$ cat config.mk
export PLATFORM = sky130hd
export DESIGN_NAME = step_pulse_gen_flat
export DESIGN_NICKNAME = d
export VERILOG_FILES = /design/src/rtl/step_pulse_gen_if.sv /design/src/rtl/step_pulse_gen.sv /design/src/flat_wrapper.sv
export SDC_FILE = /design/constraint.sdc
export NUM_CORES = 1
export LEC_CHECK = 0
export CAP_MARGIN = 20
export CORE_MARGIN = 8
export CORE_UTILIZATION = 40
export CTS_CLUSTER_DIAMETER = 30
export DETAILED_ROUTE_END_ITERATION = 8
export PLACE_DENSITY_LB_ADDON = 0.08
export SLEW_MARGIN = 20
export SYNTH_ARGS = -nofsm -noshare
export SYNTH_HDL_FRONTEND = slang
export SYNTH_SLANG_ARGS = --single-unit
$ cat constraint.sdc
create_clock -name clk -period 1.79 [get_ports clk]
set_input_delay 0.537 -clock clk [delete_from_list [all_inputs] [get_ports clk]]
set_output_delay 0.537 -clock clk [all_outputs]
set_load 0.03 [all_outputs]
$ cat src/rtl/step_pulse_gen_if.sv
// Pushbutton/switch inputs and step-pulse outputs of the step pulse generator.
// The generator sits on the slave side; the board or bench drives the master side.
interface step_pulse_gen_if;
  logic       btn_raw;
  logic       sw_raw;
  logic       step;
  logic       w_out;
  logic [7:0] step_count;
  logic [1:0] state;

  modport master (
    output btn_raw, sw_raw,
    input  step, w_out, step_count, state
  );

  modport slave (
    input  btn_raw, sw_raw,
    output step, w_out, step_count, state
  );
endinterface

$ cat src/rtl/step_pulse_gen.sv
// Debounced single-step generator: one clock-enable pulse per accepted button press,
// capturing the slide switch value and counting presses.
module step_pulse_gen #(
  parameter int DEBOUNCE_CYCLES = 1000000
) (
  input logic            clk,
  input logic            reset,
  step_pulse_gen_if.slave bus
);

  typedef enum logic [1:0] {
    IDLE        = 2'b00,
    PRESS_CNT   = 2'b01,
    PRESSED     = 2'b10,
    RELEASE_CNT = 2'b11
  } state_t;

  // The sample that leaves IDLE/PRESSED is the first of the DEBOUNCE_CYCLES
  // stable samples, so the counter terminates one short of DEBOUNCE_CYCLES-1.
  localparam logic [19:0] LAST = 20'(DEBOUNCE_CYCLES - 2);

  logic [1:0]  btn_sync, sw_sync;
  logic        btn_s, sw_s;
  state_t      state_q;
  logic [19:0] cnt;
  logic        step_q;
  logic        w_q;
  logic [7:0]  count_q;

  always_ff @(posedge clk) begin
    if (reset) begin
      btn_sync <= '0;
      sw_sync  <= '0;
    end else begin
      btn_sync <= {btn_sync[0], bus.btn_raw};
      sw_sync  <= {sw_sync[0],  bus.sw_raw};
    end
  end

  assign btn_s = btn_sync[1];
  assign sw_s  = sw_sync[1];

  always_ff @(posedge clk) begin
    if (reset) begin
      state_q <= IDLE;
      cnt     <= '0;
      step_q  <= 1'b0;
      w_q     <= 1'b0;
      count_q <= '0;
    end else begin
      step_q <= 1'b0;
      case (state_q)
        IDLE: begin
          if (btn_s) begin
            state_q <= PRESS_CNT;
            cnt     <= '0;
          end
        end
        PRESS_CNT: begin
          if (!btn_s) begin
            state_q <= IDLE;
          end else if (cnt == LAST) begin
            state_q <= PRESSED;
            step_q  <= 1'b1;
            w_q     <= sw_s;
            count_q <= count_q + 8'd1;
          end else begin
            cnt <= cnt + 20'd1;
          end
        end
        PRESSED: begin
          // Held button parks here: no auto-repeat.
          if (!btn_s) begin
            state_q <= RELEASE_CNT;
            cnt     <= '0;
          end
        end
        RELEASE_CNT: begin
          if (btn_s) begin
            state_q <= PRESSED;
          end else if (cnt == LAST) begin
            state_q <= IDLE;
          end else begin
            cnt <= cnt + 20'd1;
          end
        end
        default: state_q <= IDLE;
      endcase
    end
  end

  assign bus.step       = step_q;
  assign bus.w_out      = w_q;
  assign bus.step_count = count_q;
  assign bus.state      = state_q;

endmodule

$ cat src/flat_wrapper.sv
// flat-port wrapper written by rule: the top's interface ports become plain ports
module step_pulse_gen_flat 
#(
  parameter int DEBOUNCE_CYCLES = 1000000
)
  (clk, reset, bus_btn_raw, bus_sw_raw, bus_step, bus_w_out, bus_step_count, bus_state);
  step_pulse_gen_if bus_i ();
  input logic clk;
  input logic reset;
  input wire logic [$bits(bus_i.btn_raw)-1:0] bus_btn_raw;
  input wire logic [$bits(bus_i.sw_raw)-1:0] bus_sw_raw;
  output wire logic [$bits(bus_i.step)-1:0] bus_step;
  output wire logic [$bits(bus_i.w_out)-1:0] bus_w_out;
  output wire logic [$bits(bus_i.step_count)-1:0] bus_step_count;
  output wire logic [$bits(bus_i.state)-1:0] bus_state;
  assign bus_i.btn_raw = bus_btn_raw;
  assign bus_i.sw_raw = bus_sw_raw;
  assign bus_step = bus_i.step;
  assign bus_w_out = bus_i.w_out;
  assign bus_step_count = bus_i.step_count;
  assign bus_state = bus_i.state;
  step_pulse_gen #(.DEBOUNCE_CYCLES(DEBOUNCE_CYCLES)) u_core (.clk(clk), .reset(reset), .bus(bus_i));
endmodule
# Word level (Yosys, flattened, before mapping)
# Cells that the tools add are included.
# classes
order_cmp	0
n_mux	14
n_shift	0
mul	0
n_div	0
add_sub_neg	2
reduce_logical	5
n_eq_ne	10
n_bitwise	2
# ops
op	count
20-bit 2-to-1 mux	5
20-bit case mux with 4 select lines	1
20-bit by 1-bit adder with 20-bit output (second input constant)	1
20-bit == test (second input constant)	1
2-bit 2-to-1 mux	6
8-bit by 1-bit adder with 8-bit output (second input constant)	1
2-bit case mux with 4 select lines	1
4-bit AND reduction	2
2-bit == test (second input constant)	2
2-bit by 1-bit != test with 1-bit output (second input constant)	2
2-bit != test (second input constant)	2
3-bit by 1-bit != test with 1-bit output (second input constant)	1
3-bit != test (second input constant)	1
3-bit AND reduction	1
3-bit OR reduction	1
2-bit by 1-bit == test with 1-bit output (second input constant)	1
2-bit logical NOT	1
1-bit inverter	2
1-bit 2-to-1 mux	1
# totals
latchBits	0
word_cells	40
mem_bits_ro	0
memories	0
in_bits	4
register_bits	36
ram_bits	0

# Longest topological paths before layout
# depth
word_depth	4
ltp_mapped	8
depth_no_buf	7

# Worst setup path before layout
# Ideal clock, no wire load.
# synth_path
path_kind	reg-to-reg
start	register u_core.cnt[6]
end	register u_core.count_q[3] (netlist: u_core.bus.step_count[3])
stages_incl_launch_ff	6
arrival_ns	1.753
required_time_ns	1.719
period_less_slack_ns	1.824
setup_time_ns	0.071
path_slack_ns	-0.034
cell_sequence	dfxtp_1 or4b_1 nor3_2 nand4_2 or3_1 a21oi_1
# synth_between
elab_chain_cells	2
# synth_lines
item	line_no	source
from (decl)	step_pulse_gen.sv:25	logic [19:0] cnt;
from (signal assigned)	step_pulse_gen.sv:68	cnt <= cnt + 20'd1;
from (signal assigned)	step_pulse_gen.sv:84	cnt <= cnt + 20'd1;
20-bit == test	step_pulse_gen.sv:62	end else if (cnt == LAST) begin
3-bit AND reduction (no line)	n/a	
to (signal assigned)	step_pulse_gen.sv:66	count_q <= count_q + 8'd1;
to (decl)	step_pulse_gen.sv:28	logic [7:0] count_q;
# No other way between the ends.
# A chain may end at the register's enable or synchronous reset.

# Worst setup path in the final report
# layout_path
start	register u_core.cnt[7]
end	register u_core.count_q[3] (netlist: u_core.bus.step_count[3])
# The elaborated chain is that of the path after synthesis.

==> impl_metrics.csv <==
group,metric,value,unit
clock_network,cts_max_level,2,
route,routed_via_density,5.320,
global_routing,top_usage_layer,"met2",
critical_path,cp-end-kind,"flip-flop",
floorplan,start_util,0.4117,
sta,fin_crit,1.869,ns
sta,tns,-0.1611,ns
synth,synthCells,208,
synth,synth_top_family_by_area,"simple AND/OR/NAND/NOR gates",
synth,synth-xor-area-share,0.03935,
floorplan,coreArea,4324,um2
synth,synth.area.top_cells,"dfxtp_1 40%, nand2_1 5.5%, nor2_1 3.8%",
synth,synth-compound-area-share,0.1476,
synth,synth-main-ff-cell,"dfxtp_1",
floorplan,ios,16,
global_routing,grt_max_degree,17,
synth,ys_warn_count,0,
route,drc,0,
floorplan,die-area,6842,um2
finish,nets,270,
run_status,violations,"setup timing",
finish,fin_area,2431,um2
pwr,power_leakage,0.9685,nW
pwr,power,1.469,mW
finish,drive_gt1_frac,0.2879,
finish,num_antenna_cells,0,
run_status,status,"complete, but fails checks",
synth,synth_fp_nets,215,
placed_design,gp_congestion,0.8563,
synth,syn_avg_cell_area,8.560,um2
synth,yosysUniqueCellTypes,45,
synth,synth_edf_count,0,
finish,syn_to_final_growth,36.54,%
run,drv_cap,0,
sta,hold_viol,0,
global_routing,antenna_found_initial,0,
floorplan,die_w,82.72,um
clock_network,cts_root_buffer,"clkbuf_8",
critical_path,cp_max_fo,5,
critical_path,cp_data_required_time,2.02,ns
global_routing,use_met2,0.2292,
critical_path,arrival,2.10,ns
global_routing,grt_pass1_vias,1666,
worst_hold_path,hold_path_class,"reg2reg",
critical_path,worst_setup_path_start_kind,"flip-flop",
floorplan,die_h,82.72,um
clock_network,cts_max_path_buffers,2,
clock_network,cts.sinks,36,
clock_network,cts_tree,"yes",
global_routing,met1_usage,0.1909,
sta,skew,0.005444,ns
sta,relSlewSlack,0.7661,
placed_design,numPortBuffers,15,
sta,slew_violations,0,
route,vias,1681,
route,first_iter_violations,97,
sta,max_freq,535.0,MHz
sta,fin_crit_sh,1.044,
global_routing,grt.overflow.total,0,
pwr,peakVddDrop,0.0003410,V
synth,yosysSeqAreaShare,0.4048,
floorplan,core.rowCount,24,
sta,tightest_slew,0.3496,ns
sta,final.setup.worst_slack,-0.07906,ns
synth,yosys.area_share.simple,0.3296,
synth,yosysTopAreaCell,"dfxtp_1",
placed_design,dp_hpwl,3.403,mm
synth,yosysTopAreaCellShare,0.4048,
synth,synthMuxAreaShare,0.03443,
synth,syn_area,1780,um2
clock_network,cts_buffers,5,
route,ant_nets,0,
synth,ys_ff_latch,36,
sta,setup_viol,3,
global_routing,track_usage,0.1454,
synth,ys_async_sr_fraction,0,
sta,grt_setup_unrepaired,"true",
route,dr.pass1.iters,4,
clock_network,clk_pin_slew,0.08,ns
route,wl_per_cell,14.30,um
critical_path,path_class,"reg2reg",
synth,synthAdderAreaFrac,0.02108,
placed_design,place_area,2243,um2
global_routing,grt_pass1_wl,7.728,mm
clock_network,clk_latency,0.29,ns
pwr,powerDensity,604.4,nW/um2
global_routing,grt_util_met3,0.03896,
route,wl,4.518,mm
-- power by group --
part / switching [mW] / total (mW) / internal (mW) / leakage, nW
clock: 0.301 / 0.608 / 0.307 / 0.0510
sequential: 0.00239 / 0.801 / 0.799 / 0.297
combinational: 0.0313 / 0.0599 / 0.0286 / 0.620
total: 0.334 / 1.47 / 1.13 / 0.969
-- final timing paths --
check                startpoint  slack, ns                        to  depth (start not counted)
min          u_core.btn_sync[0]       0.44        u_core.btn_sync[1]                          1
max reg2reg       u_core.cnt[7]      -0.08  u_core.bus.step_count[3]                          5
min reg2reg  u_core.btn_sync[0]       0.44        u_core.btn_sync[1]                          1
max               u_core.cnt[7]      -0.08  u_core.bus.step_count[3]                          5
-- routing by layer --
layer  wire length (um)  up-vias
li1                   -      870
met1               2244      786
met2               2071       20
met3                156        5
met4                 46        0
met5                  0        -
-- logic make-up after synthesis --
| logic type | after synthesis |
|---|---|
| adder cells (fa/ha/maj) | 3 |
| AND/OR/NAND/NOR | 103 |
| XOR/XNOR | 8 |
| AO/OA/AOI/OAI | 42 |
| multiplexers | 6 |
| flip-flops | 36 |
| buffers and inverters | 10 |
-- cell type report --
cell class                 count  area (um2)
fill                         408        1893
sequential                    36       743.2
clock buffer                   6       82.58
inverter                       3       11.26
multi-input combinational    162        1084
clock inverter                 2       10.01
timing repair buffer          55       435.4
tap                           52       65.06
-- cell usage after synthesis, types with 2 or more instances --
cell	instances
a21oi_1	12
a31o_2	2
a31oi_1	9
and3_1	7
and4_1	2
buf_2	3
clkbuf_1	3
dfxtp_1	36
ha_1	3
inv_1	3
mux2i_1	5
nand2_1	26
nand2b_1	2
nand3_1	9
nand4_1	7
nor2_1	18
nor2b_1	7
nor3_1	3
nor4_1	4
nor4_2	2
nor4bb_1	2
o21a_1	2
o21ai_0	9
o31a_1	2
or3_1	4
xnor2_1	5
xor2_1	3
-- registers in the layout (all words and copies together) (netlist names), named ones only --
| signal | cells |
|---|---|
| u_core.btn_sync | 2 |
| u_core.bus.state | 1 |
| u_core.bus.step | 1 |
| u_core.bus.step_count | 8 |
| u_core.bus.w_out | 1 |
| u_core.cnt | 20 |
| u_core.sw_sync | 2 |
-- placed cells by master (no fill, tap or decap), types with 3 or more instances in the layout --
master            n
a21oi_1          11
a31oi_1           9
and3_1            6
buf_4            40
clkbuf_8          6
clkdlybuf4s50_1   3
dfxtp_1          26
dfxtp_2           6
dfxtp_4           4
dlygate4sd2_1    12
inv_1             3
mux2i_1           5
nand2_1          26
nand3_1           9
nand4_1           7
nor2_1           18
nor2b_1           7
nor3_1            3
nor4_1            3
o21ai_0           8
or3_1             3
xnor2_1           5
xor2_1            3
-- repair_timing --
item | CTS | global route
setup buffers | 1 | 3
hold endpoints to repair | 0 | 0
gates resized for setup | 18 | 21
hold buffers | 0 | 0
setup endpoints to repair | 19 | 13
pin swaps | 2 | 6
-- per-stage QoR --
step	instances	hold slack, ns	utilization	setup slack (ns)
after global placement	304	0.4248	0.5188	-0.1293
final	316	0.4396	0.5622	-0.07906
after CTS	313	0.4430	0.5420	-0.06770
after global routing	316	0.4591	0.5622	-0.1799
after floorplan	208	0.4138	-	-0.01547
after detailed placement	304	0.4254	0.5188	-0.1715
-- worst max-delay path: stages, from the launching register on --
cell and delay [ns]:
dfxtp_2 0.35, or4_4 0.54, nor4_4 0.24, nand4_4 0.15, or3_4 0.40, a21oi_2 0.13
No activity file was read; power rests on OpenSTA's default activity.
